==> src/rtl/inst_issue_queue.sv <==
// Multi-lane in-order instruction queue between fetch and dual-issue decode.
// Optional macro INST_QUEUE_KEEP_DS_EN: flush_keep1 retains the delay-slot entry on flush.
module inst_issue_queue #(
   parameter int DEPTH       = 16,
   parameter int FETCH_W     = 2,
   parameter int ISSUE_W     = 2,
   parameter int DATA_W      = 32,
   parameter int ADDR_W      = 32,
   parameter int AFULL_SLACK = 4
) (
   input  logic                          clk,
   input  logic                          rst,
   input  logic                          flush,
   input  logic                          flush_keep1,
   input  logic [FETCH_W-1:0]            push_valid,
   input  logic [FETCH_W*DATA_W-1:0]     push_inst,
   input  logic [FETCH_W*ADDR_W-1:0]     push_pc,
   output logic                          push_ready,
   input  logic [$clog2(ISSUE_W+1)-1:0]  pop_cnt,
   output logic [ISSUE_W-1:0]            out_valid,
   output logic [ISSUE_W*DATA_W-1:0]     out_inst,
   output logic [ISSUE_W*ADDR_W-1:0]     out_pc,
   output logic [$clog2(DEPTH+1)-1:0]    count,
   output logic                          empty,
   output logic                          almost_full
);
   localparam int PTR_W = $clog2(DEPTH);
   localparam int CNT_W = $clog2(DEPTH+1);
   localparam int POP_W = $clog2(ISSUE_W+1);
   localparam int PSH_W = $clog2(FETCH_W+1);

   logic [DATA_W-1:0] r_inst [DEPTH];
   logic [ADDR_W-1:0] r_pc   [DEPTH];
   logic [PTR_W-1:0]  r_head, r_tail;
   logic [CNT_W-1:0]  r_count;

   logic [CNT_W:0]    w_free;
   logic [PSH_W-1:0]  w_off [FETCH_W];
   logic [PSH_W-1:0]  w_pushed;
   logic [CNT_W-1:0]  w_push_n, w_pop_req, w_popped;
   logic [PTR_W-1:0]  w_new_head;
   logic              w_keep;

   assign w_free      = (CNT_W+1)'(DEPTH) - {1'b0, r_count};
   assign push_ready  = w_free >= (CNT_W+1)'(FETCH_W);
   assign almost_full = w_free <= (CNT_W+1)'(AFULL_SLACK);
   assign empty       = (r_count == '0);
   assign count       = r_count;

   // Each valid lane lands at tail + (number of valid lanes below it), so gaps collapse.
   always_comb begin
      w_pushed = '0;
      for (int i = 0; i < FETCH_W; i++) begin
         w_off[i] = w_pushed;
         w_pushed = w_pushed + PSH_W'(push_valid[i]);
      end
   end

   always_comb begin
      w_pop_req = (pop_cnt > POP_W'(ISSUE_W)) ? CNT_W'(ISSUE_W) : CNT_W'(pop_cnt);
      w_popped  = (w_pop_req > r_count) ? r_count : w_pop_req;
      w_push_n  = push_ready ? CNT_W'(w_pushed) : '0;
   end

   assign w_new_head = r_head + PTR_W'(w_popped);

`ifdef INST_QUEUE_KEEP_DS_EN
   assign w_keep = flush & flush_keep1 & (r_count > w_popped);
`else
   logic w_unused_keep;
   assign w_unused_keep = flush_keep1;
   assign w_keep        = 1'b0;
`endif

   always_ff @(posedge clk) begin
      if (rst) begin
         r_head  <= '0;
         r_tail  <= '0;
         r_count <= '0;
      end else if (flush) begin
         // Retained entry stays in place; the window just shrinks around it.
         if (w_keep) begin
            r_head  <= w_new_head;
            r_tail  <= w_new_head + PTR_W'(1);
            r_count <= CNT_W'(1);
         end else begin
            r_head  <= '0;
            r_tail  <= '0;
            r_count <= '0;
         end
      end else begin
         r_head  <= w_new_head;
         r_tail  <= r_tail + PTR_W'(w_push_n);
         r_count <= r_count + w_push_n - w_popped;
      end
   end

   always_ff @(posedge clk) begin
      if (!rst && !flush && push_ready) begin
         for (int i = 0; i < FETCH_W; i++) begin
            if (push_valid[i]) begin
               r_inst[r_tail + PTR_W'(w_off[i])] <= push_inst[i*DATA_W +: DATA_W];
               r_pc[r_tail + PTR_W'(w_off[i])]   <= push_pc[i*ADDR_W +: ADDR_W];
            end
         end
      end
   end

   for (genvar g = 0; g < ISSUE_W; g++) begin : g_lane
      logic [PTR_W-1:0] w_idx;
      assign w_idx        = r_head + PTR_W'(g);
      assign out_valid[g] = CNT_W'(g) < r_count;
      assign out_inst[g*DATA_W +: DATA_W] = out_valid[g] ? r_inst[w_idx] : '0;
      assign out_pc[g*ADDR_W +: ADDR_W]   = out_valid[g] ? r_pc[w_idx]   : '0;
   end
endmodule

==> config.mk <==
export PLATFORM = sky130hd
export DESIGN_NAME = inst_issue_queue
export DESIGN_NICKNAME = d
export VERILOG_FILES = /design/src/rtl/inst_issue_queue.sv
export SDC_FILE = /design/constraint.sdc
export NUM_CORES = 2
export LEC_CHECK = 0
export CAP_MARGIN = 5
export CORE_MARGIN = 2
export CORE_UTILIZATION = 45
export CTS_CLUSTER_DIAMETER = 100
export DETAILED_ROUTE_END_ITERATION = 8
export MAX_ROUTING_LAYER = met4
export PLACE_DENSITY = 0.68
export SYNTH_ARGS = -nofsm -noshare
export SYNTH_HDL_FRONTEND = slang
export SYNTH_SLANG_ARGS = --single-unit
==> constraint.sdc <==
create_clock -name clk -period 8.85 [get_ports clk]
set_input_delay 0.885 -clock clk [delete_from_list [all_inputs] [get_ports clk]]
set_output_delay 0.885 -clock clk [all_outputs]
set_load 0.05 [all_outputs]
==> Word level (Yosys, flattened, before mapping) <==
Memories as Yosys holds them, arrays and structs flattened. A register that Yosys moved wholly into a read port is not among the register bits.
Index checks and enable logic that the tools add are counted.
{ "totals": {"output_inout_bits": 138, "register_bits": 13, "mem_count": 2, "mem_bits_rw": 1024, "input_bits": 136, "word_cells": 40} }
{ "classes": {"reduce_logical": 6, "mux": 15, "add_sub_neg": 8, "order_cmp": 6} }
{ "memory_table": {"columns": ["name", "words", "word_bits", "read_ports", "rd_clocked_by_memory_dff", "wr", "line", "text"], "rows": [
  ["r_inst", 16, 32, 2, 1, 2, "32", "logic [DATA_W-1:0] r_inst [DEPTH];"],
  ["r_pc", 16, 32, 2, 1, 2, "33", "logic [ADDR_W-1:0] r_pc [DEPTH];"]
]} }
{ "op_table": {"columns": ["cell", "count"], "rows": [
  ["$mux W32", 4],
  ["$lt A1 B5 Y1 const A", 2],
  ["$mux W4", 2],
  ["$ge A6 B2 Y1 const B", 1],
  ["$le A6 B3 Y1 const B", 1],
  ["$mux W1", 6],
  ["$sub A5 B5 Y6 const A", 1],
  ["$add A5 B2 Y5", 1],
  ["$gt A2 B5 Y1", 1],
  ["$logic_not A5 Y1", 1],
  ["$mux W5", 1],
  ["$sub A5 B5 Y5", 1],
  ["$add A4 B1 Y4", 1],
  ["$add A4 B1 Y4 const B", 1],
  ["$add A4 B2 Y4", 1],
  ["$add A4 B4 Y4", 1],
  ["$mux W2", 2],
  ["$add A1 B1 Y2", 1],
  ["$gt A2 B2 Y1 const B", 1],
  ["$logic_and A1 B1 Y1", 2],
  ["$logic_not A1 Y1", 2],
  ["$reduce_or A2 Y1", 1]
]} }

==> Depth between registers and ports, before layout <==
{ "depth": {"word_depth": 6, "ltp_mapped": 18, "depth_no_buf": 18} }

==> Least setup slack after synthesis <==
OpenSTA, ideal clock, no wires.
{ "synth_timing": {"path_type": "register to register", "startpoint": "register r_count[0], in the netlist count[0]", "endpoint": "memory r_inst[15][0], enable pin", "stages_incl_launch_ff": 10, "n_path_buf": 0, "setup_ps": 574, "path_slack_ps": 1468, "t_arrival_ps": 6808, "t_required_ps": 8276, "synth_period_minus_slack_ps": 7382, "cell_sequence": "dfxtp_1 -> inv_1 -> ha_1 -> and3_1 -> ha_1 -> nand3b_1 -> mux2i_2 -> a21oi_1 -> nand3_1 -> o21ai_0"} }
{ "synth_lines": {"columns": ["element", "line", "text"], "rows": [
  ["start: declaration", "35", "logic [CNT_W-1:0] r_count;"],
  ["start signal: assignment", "94", "r_count <= r_count + w_push_n - w_popped;"],
  ["end: declaration", "32", null]
]} }

==> Worst setup path in the final report <==
{ "layout_timing": {"startpoint": "register r_head[1]", "endpoint": "output port out_pc[40]"} }
{ "layout_between": {"elab_chain_cells": 3} }
{ "layout_lines": {"columns": ["element", "line", "text"], "rows": [
  ["start: declaration", "34", "logic [PTR_W-1:0] r_head, r_tail;"],
  ["start signal: assignment", "83", "r_head <= w_new_head;"],
  ["start signal: assignment", "92", "r_head <= w_new_head;"],
  ["$add A4 B1 Y4", "111", "assign w_idx = r_head + PTR_W'(g);"],
  ["$mem_v2 Z16 W32", null, null],
  ["$mux W32", "114", "assign out_pc[g*ADDR_W +: ADDR_W] = out_valid[g] ? r_pc[w_idx] : '0;"],
  ["end: declaration", "22", "output logic [ISSUE_W*ADDR_W-1:0] out_pc,"]
]} }
No other way between the ends.

==> reports/metrics.yaml <==
die:
  core.rowCount: 135
  die_h_um: 373
  die-width_um: 373
  initial_core_util_pct: 45.3
  design.die.area_um2: 139000
  core-area_um2: 135000
  io_pins: 274
power:
  switchingPower_mw: 6.13
  worst_ir_drop_vdd_v: 0.000284
  leakage_nw: 21.2
  internal_power_mw: 10.6
  power.sequential.fraction_pct: 33.9
  swShare_pct: 36.7
  power.share.clock_pct: 27.7
  pwr-share-comb_pct: 38.4
  power-per-cell-area_nw_per_um2: 243
grt:
  remaining_global_route_overflow: 0
  grt_pass1_wl_um: 270000
  grt_start_max_net_pins: 134
  grt_pass1_vias: 37200
  antenna_violations_before_repair: 33
  grtUsageTotal_pct: 27.7
clock_network:
  cts-buffers-inserted: 115
  postCtsSetupRepairBufs: 0
  cts_tree: "yes"
  cts_hold_buffers: 0
  post_cts_resize_count: 0
  h-tree-depth: 3
  cts.clk_slew.worst_paths_ns: 0.07
  clock_insertion_delay_at_the_later_pin_of_the_skew_report_ns: 0.74
  max-clock-path-buffers: 3
  cts_root_buffer: "clkbuf_16"
  clock_sink_count: 1037
drt:
  average_via_count_per_standard_cell: 6.64
  wirelength_um: 188000
  via_count: 36400
  detailedRoute.firstPassIterationCount: 7
  detail-route-antenna-nets: 0
  detail_route.wl_per_cell_um: 34.3
  detailed_route_iter0_violations: 4372
  remaining_drc_errors: 0
layout:
  stdcell_count: 5486
  area_delta_synth_final_pct: 12.0
  fin_util_pct: 50.7
  multi_input_area_um2: 28300
  layout-drive-gt1-share_pct: 48.4
  design.final.nets: 3744
  final-seq-area_um2: 31000
  design_area_um2: 68600
  num-fill-cells: 11100
timing:
  worst_pin_slew_ns: 1.20
  final_min_period_over_clock_period_pct: 69.3
  setup_total_negative_slack_ns: 0
  finalCriticalPeriod_ns: 6.14
  timing.final.hold_violations: 0
  rsz_0062_raised_after_global_routing: "no"
  fin_skew_ns: 0.0313
  fmax_mhz: 163
  finalSetupViolCount: 0
  slew_headroom_pct: 19.5
  drv_slew: 0
critical_path:
  critPathKind: "flip-flop to output pin"
  cp_num_buf_inv: 2
  setup.worst_path.end_class: "output pin"
  crit_path_cell_trace: "nand3_1, xor2_4, buf_4, a211oi_1, a211oi_1, clkdlybuf4s50_1"
  worst_setup_path_startpoint: "r_head[1]"
  slowest_stage: "clkdlybuf4s50_1"
  crit_arrival_ns: 5.25
  timing.critical_path.fanout_max: 36
  cpLargestDelayFamily: "buffers and inverters"
  worst_path_largest_cell_delay_ns: 0.96
  rr_startpoint: "count[0]"
  crit_path_frequent_cell: "a211oi_1"
  timing.critical_path.required_ns: 7.97
  timing.critical_path.from_type: "flip-flop"
place:
  placement.cell_area_um2: 65000
  portBuffers: 272
  routabilityCongestion: 0.796
  hpwl_um: 101000
  placedCellCount: 5249
yosys:
  synth.lib_cells_used.distinct: 40
  synth_cells: 3538
  synth.area.top_cells: "edfxtp_1 (50%), mux4_2 (21%), mux2_2 (17%)"
  synthDominantAreaCellType: "edfxtp_1"
  avgSynthCellArea_um2: 17.3
  synth-seq-area-share_pct: 50.6
  postSynthRegisterBits: 1037
  synth_fp_nets: 3697
  post-synth-top-area-fraction_pct: 50.2
  synth.cell_area_um2: 61300
  synthesis.yosys.warnings: 0
hold_path:
  hold_path_startpoint: "r_tail[2]"
  timing.hold.worst.class: "flip-flop to flip-flop"
run:
  maxCapViolations: 0
status:
  run_status: "finished clean"
==> final timing paths <==
kind / endpoint / slack [ns] / cells after the start
worst max-delay path: out_pc[40] / 2.71 / 6
worst min-delay path: r_tail[2] / 0.67 / 2
worst max register to register: r_inst[13][28] / 3.61 / 11
worst min register to register: r_tail[2] / 0.67 / 2
==> final cells by class <==
class,count,share of cell area (%)
sequential,1037,45.2
antenna,27,0.0985
tap,1781,3.25
multi-input combinational,2063,41.3
inverter,16,0.0875
timing repair buffer,352,4.92
clock inverter,56,0.627
clock buffer,154,4.50
==> power by group through the flow <==
stage / Sequential [mW] / Combinational (mW) / Clock (mW)
floorplan: 5.74 / 4.31 / 0
global placement: 5.76 / 6.44 / 0
detailed placement: 5.76 / 6.45 / 0
CTS: 5.66 / 6.47 / 4.68
global route: 5.67 / 6.70 / 4.86
finish: 5.66 / 6.41 / 4.62
==> stage by stage <==
step / hold WS [ns] / setup WS [ns] / total power [mW]
6_report: 0.667 / 2.71 / 16.7
5_1_grt: 0.686 / 2.44 / 17.2
4_1_cts: 0.660 / 2.59 / 16.8
3_5_place_dp: 0.649 / 3.15 / 12.2
3_3_place_gp: 0.640 / 3.17 / 12.2
2_1_floorplan: 0.575 / 1.47 / 10.0
==> synth_stat cells <==
| master | n |
|---|---|
| xnor2_1 | 5 |
| mux2i_1 | 66 |
| o21ai_0 | 12 |
| nand3_1 | 3 |
| ha_1 | 19 |
| conb_1 | 1 |
| inv_1 | 16 |
| o21bai_1 | 8 |
| fa_1 | 4 |
| xor2_1 | 6 |
| a32oi_1 | 1 |
| mux2_2 | 918 |
| a211oi_1 | 130 |
| buf_1 | 31 |
| a21o_1 | 3 |
| nand3b_1 | 2 |
| mux2_1 | 106 |
| a21oi_1 | 6 |
| o2bb2ai_1 | 2 |
| nor4_1 | 1 |
| nand2b_1 | 4 |
| and2_1 | 12 |
| a2111oi_0 | 1 |
| nor2b_1 | 134 |
| buf_4 | 31 |
| nor2_1 | 12 |
| or2_2 | 3 |
| and2b_1 | 1 |
| edfxtp_1 | 1024 |
| mux2i_2 | 1 |
| and3_1 | 1 |
| nand2_1 | 20 |
| nor3_2 | 2 |
| mux4_2 | 576 |
| a2111oi_4 | 2 |
| dfxtp_1 | 13 |
| buf_6 | 51 |
| buf_2 | 94 |
| o32ai_1 | 1 |
| clkbuf_1 | 215 |
==> cell usage in the layout (no fill, tap or decap), types with 3 or more instances in the layout <==
| cell type | count |
|---|---|
| dfxtp_1 | 9 |
| a211oi_1 | 130 |
| and2_4 | 4 |
| nor2b_1 | 131 |
| nor2b_4 | 3 |
| a21oi_1 | 6 |
| mux2_1 | 106 |
| mux2_2 | 918 |
| clkinv_1 | 19 |
| and2_1 | 8 |
| buf_12 | 4 |
| o21bai_4 | 8 |
| fa_1 | 4 |
| clkinv_2 | 22 |
| xnor2_1 | 5 |
| dfxtp_4 | 4 |
| bufinv_16 | 5 |
| clkbuf_1 | 35 |
| or2_2 | 3 |
| diode_2 | 27 |
| o21ai_0 | 4 |
| mux2i_1 | 66 |
| clkdlybuf4s50_1 | 272 |
| xor2_1 | 4 |
| edfxtp_1 | 1024 |
| nor2_1 | 11 |
| o21ai_4 | 8 |
| nand2_1 | 12 |
| mux4_2 | 576 |
| buf_4 | 76 |
| inv_1 | 16 |
| clkbuf_16 | 117 |
| nand3_1 | 3 |
| ha_1 | 18 |
| nand2b_1 | 4 |
| inv_6 | 5 |
| nand2_4 | 8 |
| a21o_1 | 3 |
==> sequential cells by signal, summed over array words and instances (netlist names) <==
name / flops
r_tail: 4
r_inst: 512
count: 5
r_head: 4
r_pc: 512
==> logic make-up (layout without fill, tap and decap cells) <==
group,Yosys count,in the layout,share of synthesized area [%]
adders and majority gates,23,23,0.519
DFF,1037,1037,50.6
other,1,28,0.00612
xor gates and xnor gates,11,11,0.157
AOI/OAI and AO/OA,166,166,2.04
buffers and inverters,438,578,3.69
and+or+nand+nor,195,195,1.87
muxes,1667,1667,41.1
==> worst min-delay path: stages (launching register included) <==
cell	delay, ns
dfxtp_1	0.42
xnor2_1	0.18
nor2_1	0.03
==> routing by layer <==
layer  share of wire [%]  GRT usage (%)  vias up
met1                  40           36.4    19600
li1                    -              -    14800
met3                 8.4           5.12      295
met4                 2.6           7.49        0
met5                   0              -        -
met2                  49           44.2     1747
No activity file was read; power rests on OpenSTA's default activity.
